==> src/rtl/uart_rx.sv <==
// 8N1 UART receiver: 2-flop input synchronizer, mid-bit sampling FSM and a
// single-entry holding register with frame-error and overrun pulses.
module uart_rx #(
  parameter int CLKS_PER_BIT = 4
) (
  input  logic       clk,
  input  logic       reset,
  input  logic       rx,
  input  logic       ready,
  output logic [7:0] data,
  output logic       dvalid,
  output logic       frame_err,
  output logic       overrun
);

  localparam int CNT_W = $clog2(CLKS_PER_BIT);
  localparam logic [CNT_W-1:0] HALF_LAST = CNT_W'(CLKS_PER_BIT / 2 - 1);
  localparam logic [CNT_W-1:0] BIT_LAST  = CNT_W'(CLKS_PER_BIT - 1);

  typedef enum logic [1:0] {
    IDLE  = 2'd0,
    START = 2'd1,
    DATA  = 2'd2,
    STOP  = 2'd3
  } state_e;

  state_e           state_q, state_d;
  logic [1:0]       rx_sync_q;
  logic [CNT_W-1:0] cnt_q, cnt_d;
  logic [2:0]       bit_idx_q, bit_idx_d;
  logic [7:0]       shift_q, shift_d;
  logic             done_q, done_d;
  logic             stop_ok_q, stop_ok_d;
  logic [7:0]       data_q, data_d;
  logic             dvalid_q, dvalid_d;
  logic             frame_err_q, frame_err_d;
  logic             overrun_q, overrun_d;
  logic             rx_s;

  assign rx_s = rx_sync_q[1];

  // State register, synchronizer and output registers
  always_ff @(posedge clk or posedge reset) begin
    if (reset) begin
      state_q     <= IDLE;
      rx_sync_q   <= 2'b11;
      cnt_q       <= '0;
      bit_idx_q   <= 3'd0;
      shift_q     <= 8'h00;
      done_q      <= 1'b0;
      stop_ok_q   <= 1'b0;
      data_q      <= 8'h00;
      dvalid_q    <= 1'b0;
      frame_err_q <= 1'b0;
      overrun_q   <= 1'b0;
    end else begin
      state_q     <= state_d;
      rx_sync_q   <= {rx_sync_q[0], rx};
      cnt_q       <= cnt_d;
      bit_idx_q   <= bit_idx_d;
      shift_q     <= shift_d;
      done_q      <= done_d;
      stop_ok_q   <= stop_ok_d;
      data_q      <= data_d;
      dvalid_q    <= dvalid_d;
      frame_err_q <= frame_err_d;
      overrun_q   <= overrun_d;
    end
  end

  // Frame FSM: the stop sample raises done_q, acted on one cycle later
  always_comb begin
    state_d   = state_q;
    cnt_d     = cnt_q;
    bit_idx_d = bit_idx_q;
    shift_d   = shift_q;
    done_d    = 1'b0;
    stop_ok_d = stop_ok_q;
    case (state_q)
      IDLE: begin
        if (!rx_s) begin
          state_d = START;
          cnt_d   = '0;
        end else begin
          state_d = IDLE;
        end
      end
      START: begin
        if (cnt_q == HALF_LAST) begin
          cnt_d = '0;
          if (!rx_s) begin
            state_d   = DATA;
            bit_idx_d = 3'd0;
          end else begin
            state_d = IDLE;
          end
        end else begin
          cnt_d = cnt_q + 1'b1;
        end
      end
      DATA: begin
        if (cnt_q == BIT_LAST) begin
          cnt_d   = '0;
          shift_d = {rx_s, shift_q[7:1]};
          if (bit_idx_q == 3'd7) begin
            state_d = STOP;
          end else begin
            bit_idx_d = bit_idx_q + 3'd1;
          end
        end else begin
          cnt_d = cnt_q + 1'b1;
        end
      end
      STOP: begin
        if (cnt_q == BIT_LAST) begin
          cnt_d     = '0;
          stop_ok_d = rx_s;
          done_d    = 1'b1;
          state_d   = IDLE;
        end else begin
          cnt_d = cnt_q + 1'b1;
        end
      end
      default: begin
        state_d = IDLE;
      end
    endcase
  end

  // Holding register: a byte is taken only if the slot is free or being drained
  always_comb begin
    data_d      = data_q;
    dvalid_d    = dvalid_q;
    frame_err_d = 1'b0;
    overrun_d   = 1'b0;
    if (done_q && !stop_ok_q) begin
      frame_err_d = 1'b1;
      dvalid_d    = dvalid_q && !ready;
    end else if (done_q) begin
      if (!dvalid_q || ready) begin
        data_d   = shift_q;
        dvalid_d = 1'b1;
      end else begin
        overrun_d = 1'b1;
      end
    end else begin
      dvalid_d = dvalid_q && !ready;
    end
  end

  assign data      = data_q;
  assign dvalid    = dvalid_q;
  assign frame_err = frame_err_q;
  assign overrun   = overrun_q;

endmodule

==> config.mk <==
export PLATFORM = sky130hd
export DESIGN_NAME = uart_rx
export DESIGN_NICKNAME = d
export VERILOG_FILES = /design/src/rtl/uart_rx.sv
export SDC_FILE = /design/constraint.sdc
export NUM_CORES = 1
export LEC_CHECK = 0
export BUFFER_PORTS_ARGS = -buffer_cell sky130_fd_sc_hd__buf_2
export CAP_MARGIN = 20
export CELL_PAD_IN_SITES_DETAIL_PLACEMENT = 0
export CELL_PAD_IN_SITES_GLOBAL_PLACEMENT = 1
export CORE_ASPECT_RATIO = 1.1
export CORE_UTILIZATION = 46
export CTS_BUF_LIST = sky130_fd_sc_hd__clkbuf_16
export DETAILED_ROUTE_END_ITERATION = 8
export PLACE_DENSITY = 0.83
export SLEW_MARGIN = 20
export SYNTH_ARGS = -nofsm -noshare
export SYNTH_HDL_FRONTEND = slang
export SYNTH_SLANG_ARGS = --single-unit
export TNS_END_PERCENT = 5
==> constraint.sdc <==
create_clock -name clk -period 1.9 [get_ports clk]
set_clock_uncertainty 0.05 [all_clocks]
set_input_delay 0 -clock clk [delete_from_list [all_inputs] [get_ports clk]]
set_output_delay 0 -clock clk [all_outputs]
set_load 0.02 [all_outputs]
==> metrics.md, run 1 <==
| Metric | Value |
|---|---|
| Status | completed |
| CP arrival | 1.75 ns |
| Worst Setup SP | cnt_q[0] |
| Synth Area per Inst | 14.1 sq um |
| Synth Warn # | 0 |
| Die Y | 58.0 um |
| Skew-Pair Late Insertion Delay | 0.27 ns |
| Worst Setup EP | bit_idx_q[0] |
| Synth area leader | dfrtp_1 |
| Vias | 755 |
| Leakage | 0.000879 uW |
| Post-CTS Setup Repair Bufs | 0 |
| Max-cap violations | 0 |
| Min-delay worst type | input pin to async pin |
| PwrDens | 1300 nW/um^2 |
| Cells after DPL | 138 |
| Chip width | 52.9 um |
| Fmax | 608 MHz |
| CTS sink cnt | 30 |
| Synth top area share | 53.4% |
| Final ANT Viol Nets | 0 |
| GRT Total Usage | 17.6% |
| FF+latch count, synth | 30 |
| Finished Layout Cells | 149 |
| IO buf count | 14 |
| CP Max Fanout | 7 |
| Residual DRC | 0 |
| RSZ-0062 raised after global routing | false |
| Fin crit period | 1.64 ns |
| Fraction of layout cells with a size suffix above 1 | 39.0% |
| Flop2flop setup slack | 0.26 ns |
| Layout Nets | 127 |
| Area Growth Syn to Fin | 21.6% |
| FF-to-FF End | bit_idx_q[0] |
| DRT Pass-1 Iters | 4 |
| Largest net degree at the start of global routing | 17 |
| Final wirelength | 2160 um |
| Pin slew with the least headroom to its limit | 0.573 ns |
| Die area | 3070 sq um |
| Initial antenna violation count | 0 |
| Crit. End Element | flop |
| Max clock buf depth | 2 |
| Seq/Total Area, Yosys | 57.4% |
| DR iter-0 viols | 19 |
| Synth unique cells | 24 |
| Maximum vdd drop | 1.02 mV |
| Main area contributors after synthesis | dfrtp_1 53%, mux2_4 10%, mux2_2 7.7% |
| Syn Std Cell Area | 1310 sq um |
| Vias in the first global route | 749 |
| CP startpoint kind | flop |
| Antenna Cells | 0 |
| Gate Count Post-Synth | 93 |
| R2r worst-path depth | 4 |
| Final Hold Viols | 0 |
| Setup-failing EPs final | 0 |
| Ports | 15 |
| Total CTS buffers | 5 |
| Period utilization | 86.5% |
| RePlAce Congestion | 0.745 |
| Initial core utilization | 50.6% |
| Setup CP Type | flop to flop |
| Clk slew on worst S/H paths | 0.05 ns |
| Core Footprint | 2590 sq um |
| Worst r2r src | cnt_q[0] |
| Num rows | 19 |
| Post-detailed-route via-to-cell ratio | 5.07 |
| Setup TNS | 0 ns |
| Rel. slew slack | 61.8% |
| Synth Net Count | 103 |
| WL per Instance | 14.5 um |
| WP data required | 2.01 ns |
| H-tree depth | 2 |
| First-pass GRT wire length | 3530 um |
| Pins Over Slew Limit | 0 |
| DPL Wire Length | 1470 um |
| CTS tree | yes |
| Clk Tree Root Cell | clkbuf_16 |
| Overflow after GRT | 0 |
-- flip-flops by register name, indices dropped and copies added (netlist names), 2 cells and up, named ones only --
register and count:
data 8, bit_idx_q 3, shift_q 8, cnt_q 2
rx_sync_q 2
-- area by class of cell --
type	count	area, sq um
timing repair buffer	20	123
fill	204	997
clock inverter	3	11.3
clock buffer	5	125
multi-input combinational	54	520
sequential	30	753
inverter	6	22.5
tap	31	38.8
-- cells by family (layout without fill, tap and decap cells) --
| kind of cell | count (synthesis) | after routing | share of synthesized area, % |
|---|---|---|---|
| buf+inv | 9 | 34 | 2.86 |
| mux | 21 | 21 | 20.4 |
| flops | 30 | 30 | 57.4 |
| simple gates | 19 | 19 | 8.30 |
| compound gates | 8 | 8 | 5.25 |
| fa+ha+maj | 6 | 6 | 5.73 |
-- through the flow --
step           hold WS (ns)  worst slack [ns]  util (%)  area, sq um  power (uW)
6_report              0.275             0.256      61.5         1590        2070
3_3_place_gp         0.0159             0.302      55.1         1430        1320
3_5_place_dp         0.0429             0.254      55.1         1430        1360
4_1_cts               0.299             0.251      61.5         1590        2090
5_1_grt               0.319             0.194      61.5         1590        2180
2_1_floorplan       -0.0455             0.339         -         1310        1250
-- repair_timing --
action | CTS | global route
hold endpoints to repair | 16 | 0
hold buffers | 3 | 0
gates resized for setup | 0 | 0
-- Yosys cell counts, drive strengths merged --
cell	count
buf	3
and2b	1
and4bb	1
mux2	19
a21oi	2
nor2	4
nor2b	4
dfrtp	28
ha	6
o21ai	1
mux2i	2
a221oi	1
and3	1
a22oi	1
nand2b	1
nand2	7
a311oi	1
a31oi	1
dfstp	2
inv	6
a21o	1
-- routing by layer --
metal | vias up | routed length (um) | global-route usage [%]
met5 | - | 0 | 0
met4 | 0 | 49 | 9.02
met3 | 6 | 115 | 10.2
met2 | 17 | 1020 | 26.6
met1 | 365 | 970 | 19.5
li1 | 367 | - | -
-- cells in the final DEF, fill, tap and decap left out, drive strengths merged, types with 3 or more instances in the layout --
master       count
mux2            19
dlygate4sd3      3
dfrtp           28
inv              9
clkbuf           5
nor2             4
nand2            7
ha               6
buf             17
nor2b            4
-- critical path, cell delays in order, from the launching register on --
cell and delay (ns):
dfrtp_1 0.44, ha_1 0.26, and4bb_2 0.26, a31oi_4 0.20
mux2_4 0.32
-- report_power, final --
group	switching [uW]	internal [uW]
combinational	210	240
clock	254	468
sequential	137	762
-- worst min-delay path by stage --
stage                  from            to  slack [ns]
6_report              reset    shift_q[0]        0.28
5_1_grt        rx_sync_q[0]  rx_sync_q[1]        0.32
4_1_cts               reset       data[0]        0.30
3_5_place_dp          reset       data[0]        0.04
3_3_place_gp          reset       data[0]        0.02
2_1_floorplan            rx  rx_sync_q[0]       -0.05
Note: power is estimated with default switching activity, not from simulation.
==> run 2, diff against run 1 <==
--- a/config.mk
+++ b/config.mk
@@ -5,15 +5,16 @@
 export SDC_FILE = /design/constraint.sdc
 export NUM_CORES = 1
 export LEC_CHECK = 0
+export ABC_AREA = 1
 export BUFFER_PORTS_ARGS = -buffer_cell sky130_fd_sc_hd__buf_2
 export CAP_MARGIN = 20
 export CELL_PAD_IN_SITES_DETAIL_PLACEMENT = 0
 export CELL_PAD_IN_SITES_GLOBAL_PLACEMENT = 1
 export CORE_ASPECT_RATIO = 1.1
-export CORE_UTILIZATION = 46
+export CORE_UTILIZATION = 44
 export CTS_BUF_LIST = sky130_fd_sc_hd__clkbuf_16
 export DETAILED_ROUTE_END_ITERATION = 8
-export PLACE_DENSITY = 0.83
+export PLACE_DENSITY = 0.84
 export SLEW_MARGIN = 20
 export SYNTH_ARGS = -nofsm -noshare
 export SYNTH_HDL_FRONTEND = slang
==> run 2 against run 1 <==
Utilization down 5.1 points. Global-route usage down 1.1 points. Final cell count up 29%. Maximum frequency up 9.7%. Synthesized cell count up 47%. Combinational power up 4.9%. First-iteration DRC count up 47%. Non-clock buffer count down 2. Register-to-register slack better by 0.15 ns. Power up 0.11%. Critical path type unchanged. Highest routed layer unchanged.
==> metrics.md, run 2 <==
| Metric | Value |
|---|---|
| IO buf count | 14 (unchanged) |
| CP Max Fanout | 6 (-1) |
| Chip width | 55.3 um (+4.5%) |
| Die Y | 60.6 um (+4.5%) |
| Min-delay worst type | input pin to async pin |
| Layout Nets | 168 (+32%) |
| Residual DRC | 0 (unchanged) |
| Max clock buf depth | 2 (unchanged) |
| Setup CP Type | flop to flop |
| WL per Instance | 11.5 um (-21%) |
| Main area contributors after synthesis | dfrtp_1 51%, nand2_1 8.7%, ha_1 5.5% |
| GRT Total Usage | 16.6% (-1.1 points) |
| Pins Over Slew Limit | 0 (unchanged) |
| Period utilization | 78.9% (-7.6 points) |
| CTS sink cnt | 30 (unchanged) |
| H-tree depth | 2 (unchanged) |
| Final Hold Viols | 0 (unchanged) |
| Skew-Pair Late Insertion Delay | 0.27 ns (about the same) |
| Rel. slew slack | 69.2% (+7.4 points) |
| Fin crit period | 1.50 ns (-0.145 ns) |
| Syn Std Cell Area | 1380 sq um (+4.9%) |
| Hold Slack | 0.294 ns (+0.0188 ns) |
| PwrDens | 1280 nW/um^2 (-1.7%) |
| Post-synth EDFFs | 0 (unchanged) |
| Setup ws final | 0.401 ns (+0.145 ns) |
| Fmax | 667 MHz (+9.7%) |
| DRT Pass-1 Iters | 4 (unchanged) |
| Core Footprint | 2880 sq um (+11%) |
| DR iter-0 viols | 28 (+9) |
| Synth unique cells | 24 (unchanged) |
| DPL Wire Length | 1450 um (-1.7%) |
| RePlAce Congestion | 0.757 (+1.7%) |
| Num rows | 20 (+1) |
| Crit. End Element | flop |
| Area Growth Syn to Fin | 18.0% |
| Final ANT Viol Nets | 0 (unchanged) |
| FF+latch count, synth | 30 (unchanged) |
| RSZ-0062 raised after global routing | false |
| Ys flop type | dfrtp_1 |
| Status | completed |
| Synth top area share | 51.0% (-2.5 points) |
| CP arrival | 1.60 ns (-0.15 ns) |
| Synth Warn # | 0 (unchanged) |
| Leakage | 0.000838 uW (-4.7%) |
| Hold Buf Count CTS | 3 (unchanged) |
| Initial antenna violation count | 0 (unchanged) |
| Setup TNS | 0 ns (unchanged) |
| Final instance area | 1620 sq um (+1.8%) |
| Pin slew with the least headroom to its limit | 0.462 ns (-0.110 ns) |
| Post-CTS Setup Repair Bufs | 0 (unchanged) |
| Gate Count Post-Synth | 137 (+47%) |
| Maximum vdd drop | 0.990 mV (-2.6%) |
| WP data required | 2.00 ns (about the same) |
| Worst Setup Slack post-DPL | 0.448 ns (+0.194 ns) |
| Initial core utilization | 47.8% (-2.8 points) |
| Largest net degree at the start of global routing | 31 (+14) |
| Ports | 15 (unchanged) |
| Setup-failing EPs final | 0 (unchanged) |
| Clk Tree Root Cell | clkbuf_16 |
| Vias in the first global route | 919 (+23%) |
| CTS tree | yes |
| Synth Net Count | 147 (+43%) |
| Synth cell count leaders | 32 x nand2_1, 28 x dfrtp_1, 20 x inv_1 |
| Fraction of layout cells with a size suffix above 1 | 27.0% (-12 points) |
| Antenna Cells | 0 (unchanged) |
| Synth Area per Inst | 10.0 sq um (-29%) |
| Vias | 933 (+24%) |
| Post-detailed-route via-to-cell ratio | 4.86 (-4.1%) |
| Commonest cells after routing, fill and taps aside | 32 x nand2_1, 28 x dfrtp_1, 21 x inv_1 |
| Final core occ | 56.4% (-5.1 points) |
| First-pass GRT wire length | 4000 um (+14%) |
| Ys async rst share | 100% (unchanged) |
| Final wirelength | 2200 um (+2.0%) |
| Clk slew on worst S/H paths | 0.05 ns (about the same) |
| CP startpoint kind | flop |
| Overflow after GRT | 0 (unchanged) |
| Synth area leader | dfrtp_1 |
| Seq/Total Area, Yosys | 54.8% (-2.7 points) |
| Cell Area, Placed | 1460 sq um (+1.9%) |
| Commonest non-fill, non-tap cell in the layout | nand2_1 |
| R2r worst-path depth | 8 (+4) |
| Total CTS buffers | 5 (unchanged) |
| Most frequent cell after synthesis | nand2_1 |
| Max-cap violations | 0 (unchanged) |
| Die area | 3350 sq um (+9.3%) |
| Post_cts resized | 0 (unchanged) |
## run 2: cell count changes after synthesis, moves of 7 or more
cell     before  now
mux2_4        9    0
mux2_2        9    0
o21ai_0       1    8
o21ai_2       0    8
nand2_1       6   32
inv_1         6   20
## run 2: final cells by class
class / count / area [sq um]
clock inverters: 3 / 12.5
flip-flops and latches: 30 / 753
fillers: 255 / 1250
inverters: 22 / 90.1
multi-input cells: 81 / 493
well taps: 33 / 41.3
clock buffers: 5 / 125
repair buffers: 18 / 108
## run 2: cells by family (layout without fill, tap and decap cells)
group	count (synthesis)	in the layout	share of synthesized area, %
buffers and inverters	26	48	9.37
flip-flops	30	30	54.8
AO/OA/AOI/OAI	24	24	11.1
AND/OR/NAND/NOR	51	51	19.3
adder cells (fa/ha/maj)	6	6	5.46
## run 2: metrics by stage
step | power [uW] | cells
global placement | 1320 | 181
finish | 2080 | 192
detailed placement | 1350 | 181
floorplan | 1290 | 137
global route | 2200 | 192
CTS | 2100 | 192
## run 2: where the power goes
group	total, uW	switching [uW]	internal (uW)
clock network	727	255	471
logic	473	289	184
registers	875	143	732
total	2080	688	1390
## run 2: worst paths after layout
check	startpoint	to	slack (ns)
min reg2reg	rx_sync_q[0]	rx_sync_q[1]	0.30
max reg2reg	bit_idx_q[0]	bit_idx_q[0]	0.40
max in group asynchronous	reset	rx_sync_q[0]	1.20
min in group clk	rx_sync_q[0]	rx_sync_q[1]	0.30
max	bit_idx_q[0]	bit_idx_q[0]	0.40
min	reset	state_q[0]	0.29
## run 2: layer usage
metal	vias up	wire length (um)	GRT usage (%)
met5	-	0	0
met4	0	33	10.7
met3	4	67	5.76
met2	14	1140	28.7
met1	443	960	17.6
li1	472	-	-
## run 2: critical path, stage by stage, from the launching register on
cell and delay, ns:
dfrtp_1 0.40, ha_1 0.21, ha_1 0.17, inv_1 0.07, nand3_2 0.10, nand2_1 0.10
nand3_2 0.12, nand2_1 0.09, o21ai_1 0.07
==> run 3, diff against run 2 <==
==> constraint.sdc (replaced) <==
create_clock -name clk -period 1.5 [get_ports clk]
set_clock_uncertainty 0.05 [all_clocks]
set_input_delay 0 -clock clk [delete_from_list [all_inputs] [get_ports clk]]
set_output_delay 0 -clock clk [all_outputs]
set_load 0.02 [all_outputs]
==> run 3 against run 2 <==
Count of clock-buffer cells in the layout stayed put. Largest power group unchanged. Critical path type unchanged. Clock power is 26% higher. First-iteration DRC count down 11%. Critical endpoint is now bit_idx_q[1]. Register-to-register slack worse by 0.37 ns. Combinational power grew 44%. Power grew 31%. Largest cell class unchanged. Via count up 2.7%. Design area up 2.7%. Sequential cell count is the same. Sequential power grew 27%. Maximum frequency up 2.3%. Global-route usage is 0.23 points lower.
==> metrics.md, run 3 (synthesized netlist as in run 2, its figures left out) <==
| Metric | Value |
|---|---|
| Final Hold Viols | 0 (unchanged) |
| Period utilization | 97.7% (+19 points) |
| Cell Area, Placed | 1460 sq um (unchanged) |
| Pins Over Slew Limit | 0 (unchanged) |
| Num rows | 20 (unchanged) |
| Chip width | 55.3 um (unchanged) |
| Max-cap violations | 0 (unchanged) |
| WL per Instance | 11.3 um (-1.9%) |
| CP Max Fanout | 6 (unchanged) |
| CP startpoint kind | flop |
| Final ANT Viol Nets | 0 (unchanged) |
| Final instance area | 1670 sq um (+2.7%) |
| Area Growth Syn to Fin | 21.2% |
| Initial antenna violation count | 0 (unchanged) |
| CTS sink cnt | 30 (unchanged) |
| DR iter-0 viols | 25 (-11%) |
| Clk Tree Root Cell | clkbuf_16 |
| Largest net degree at the start of global routing | 31 (unchanged) |
| H-tree depth | 2 (unchanged) |
| Fin crit period | 1.47 ns (-0.0335 ns) |
| Commonest cells after routing, fill and taps aside | 29 x nand2_1, 27 x dfrtp_1, 21 x inv_1 |
| Rel. slew slack | 70.1% (+0.91 points) |
| PwrDens | 1630 nW/um^2 (+27%) |
| Skew-Pair Late Insertion Delay | 0.27 ns (about the same) |
| Die area | 3350 sq um (unchanged) |
| Residual DRC | 0 (unchanged) |
| Post-detailed-route via-to-cell ratio | 4.91 (+1.1%) |
| Min-delay worst type | input pin to async pin |
| IO buf count | 14 (unchanged) |
| Vias in the first global route | 908 (-1.2%) |
| CP max stage cell | dfrtp_1 |
| WP data required | 1.60 ns (-0.40 ns) |
| Leakage | 0.000848 uW (+1.2%) |
| Die Y | 60.6 um (unchanged) |
| Overflow after GRT | 0 (unchanged) |
| Maximum vdd drop | 1.30 mV (+31%) |
| Fmax | 682 MHz (+2.3%) |
| Commonest non-fill, non-tap cell in the layout | nand2_1 |
| Antenna Cells | 0 (unchanged) |
| Setup-failing EPs final | 0 (unchanged) |
| Crit. End Element | flop |
| Core Footprint | 2880 sq um (unchanged) |
| CTS tree | yes |
| Ports | 15 (unchanged) |
| Largest delay share family, worst path | simple AND/OR/NAND/NOR gates |
| DPL Wire Length | 1430 um (-1.2%) |
| Top cell by count, worst path | nand2_2 |
| Final wirelength | 2190 um (-0.36%) |
| Setup TNS | 0 ns (unchanged) |
| Pin slew with the least headroom to its limit | 0.449 ns (-0.0136 ns) |
| Layout Nets | 171 (+1.8%) |
| Total CTS buffers | 5 (unchanged) |
| Max clock buf depth | 2 (unchanged) |
| DRT Pass-1 Iters | 4 (unchanged) |
| RePlAce Congestion | 0.757 (unchanged) |
| Max incr delay on CP | 0.40 ns (about the same) |
| Crit-path cells | ha_2 -> ha_1 -> inv_1 -> nand3_2 -> nand2_2 -> nand3_4 -> nand2_2 -> o21ai_1 |
| Clk slew on worst S/H paths | 0.05 ns (about the same) |
| Vias | 958 (+2.7%) |
| CP arrival | 1.57 ns (-0.03 ns) |
| Setup CP Type | flop to flop |
| Worst path bufs/invs | 1 (unchanged) |
| Initial core utilization | 47.8% (unchanged) |
| Fill count | 253 (-0.78%) |
| Status | completed |
| First-pass GRT wire length | 3950 um (-1.4%) |
| Fraction of layout cells with a size suffix above 1 | 32.1% (+5.1 points) |
| GRT Total Usage | 16.3% (-0.23 points) |
run 3: cell types whose count changed in the layout (fill, tap and decap cells not counted), sizes merged:
cell / previous run / this run
buf: 15 / 18
run 3: stage by stage:
stage	total power (uW)	std cells	setup WS [ns]	util (%)	hold slack (ns)
6_report	2710	195	0.0345	57.9	0.292
5_1_grt	2900	195	-0.0209	57.9	0.314
4_1_cts	2650	192	0.0253	56.4	0.301
3_5_place_dp	1710	181	0.0438	50.6	0.0415
3_3_place_gp	1670	181	0.118	50.6	0.0339
2_1_floorplan	1630	137	0.182	-	-0.0455
run 3: final timing paths:
kind / startpoint / end / depth (start not counted) / slack, ns
max in group asynchronous: reset / rx_sync_q[1] / 4 / 0.80
min: reset / async pin / 4 / 0.29
max reg2reg: bit_idx_q[1] / bit_idx_q[1] / 8 / 0.03
min in group clk: rx_sync_q[0] / rx_sync_q[1] / 0 / 0.30
min reg2reg: rx_sync_q[0] / rx_sync_q[1] / 0 / 0.30
max: bit_idx_q[1] / bit_idx_q[1] / 8 / 0.03
run 3: repair_timing:
action                                 in CTS  in global routing
setup endpoints to repair                   0                  4
endpoints found under the hold margin      31                  0
gates resized for setup                     0                  7
hold buffers                                3                  0
setup buffers                               0                  3
run 3: where the power goes:
part	internal, uW	switching (uW)
Clock	596	319
Sequential	930	181
Combinational	286	396
Total	1810	896
run 3: metal layers:
metal  routed length (um)  up-vias  track usage (%)
li1                     -      478                -
met2                 1150       18             27.4
met5                    0        -                0
met3                   91        6             6.40
met4                   64        0             10.7
met1                  884      456             17.6
run 3: layout make-up:
class / instances / area, sq um / share of cell area (%)
Clock buffer: 5 / 125 / 7.51
Multi-Input combinational cell: 81 / 513 / 30.8
Timing Repair Buffer: 21 / 130 / 7.81
Sequential cell: 30 / 754 / 45.3
Inverter: 22 / 90.1 / 5.41
Tap cell: 33 / 41.3 / 2.48
Clock inverter: 3 / 12.5 / 0.751
run 3: worst register-to-register path, stage by stage, from the launching register on:
cell,delay [ns]
dfrtp_1,0.40
ha_2,0.18
ha_1,0.17
inv_1,0.07
nand3_2,0.11
nand2_2,0.12
nand3_4,0.10
nand2_2,0.08
o21ai_1,0.07
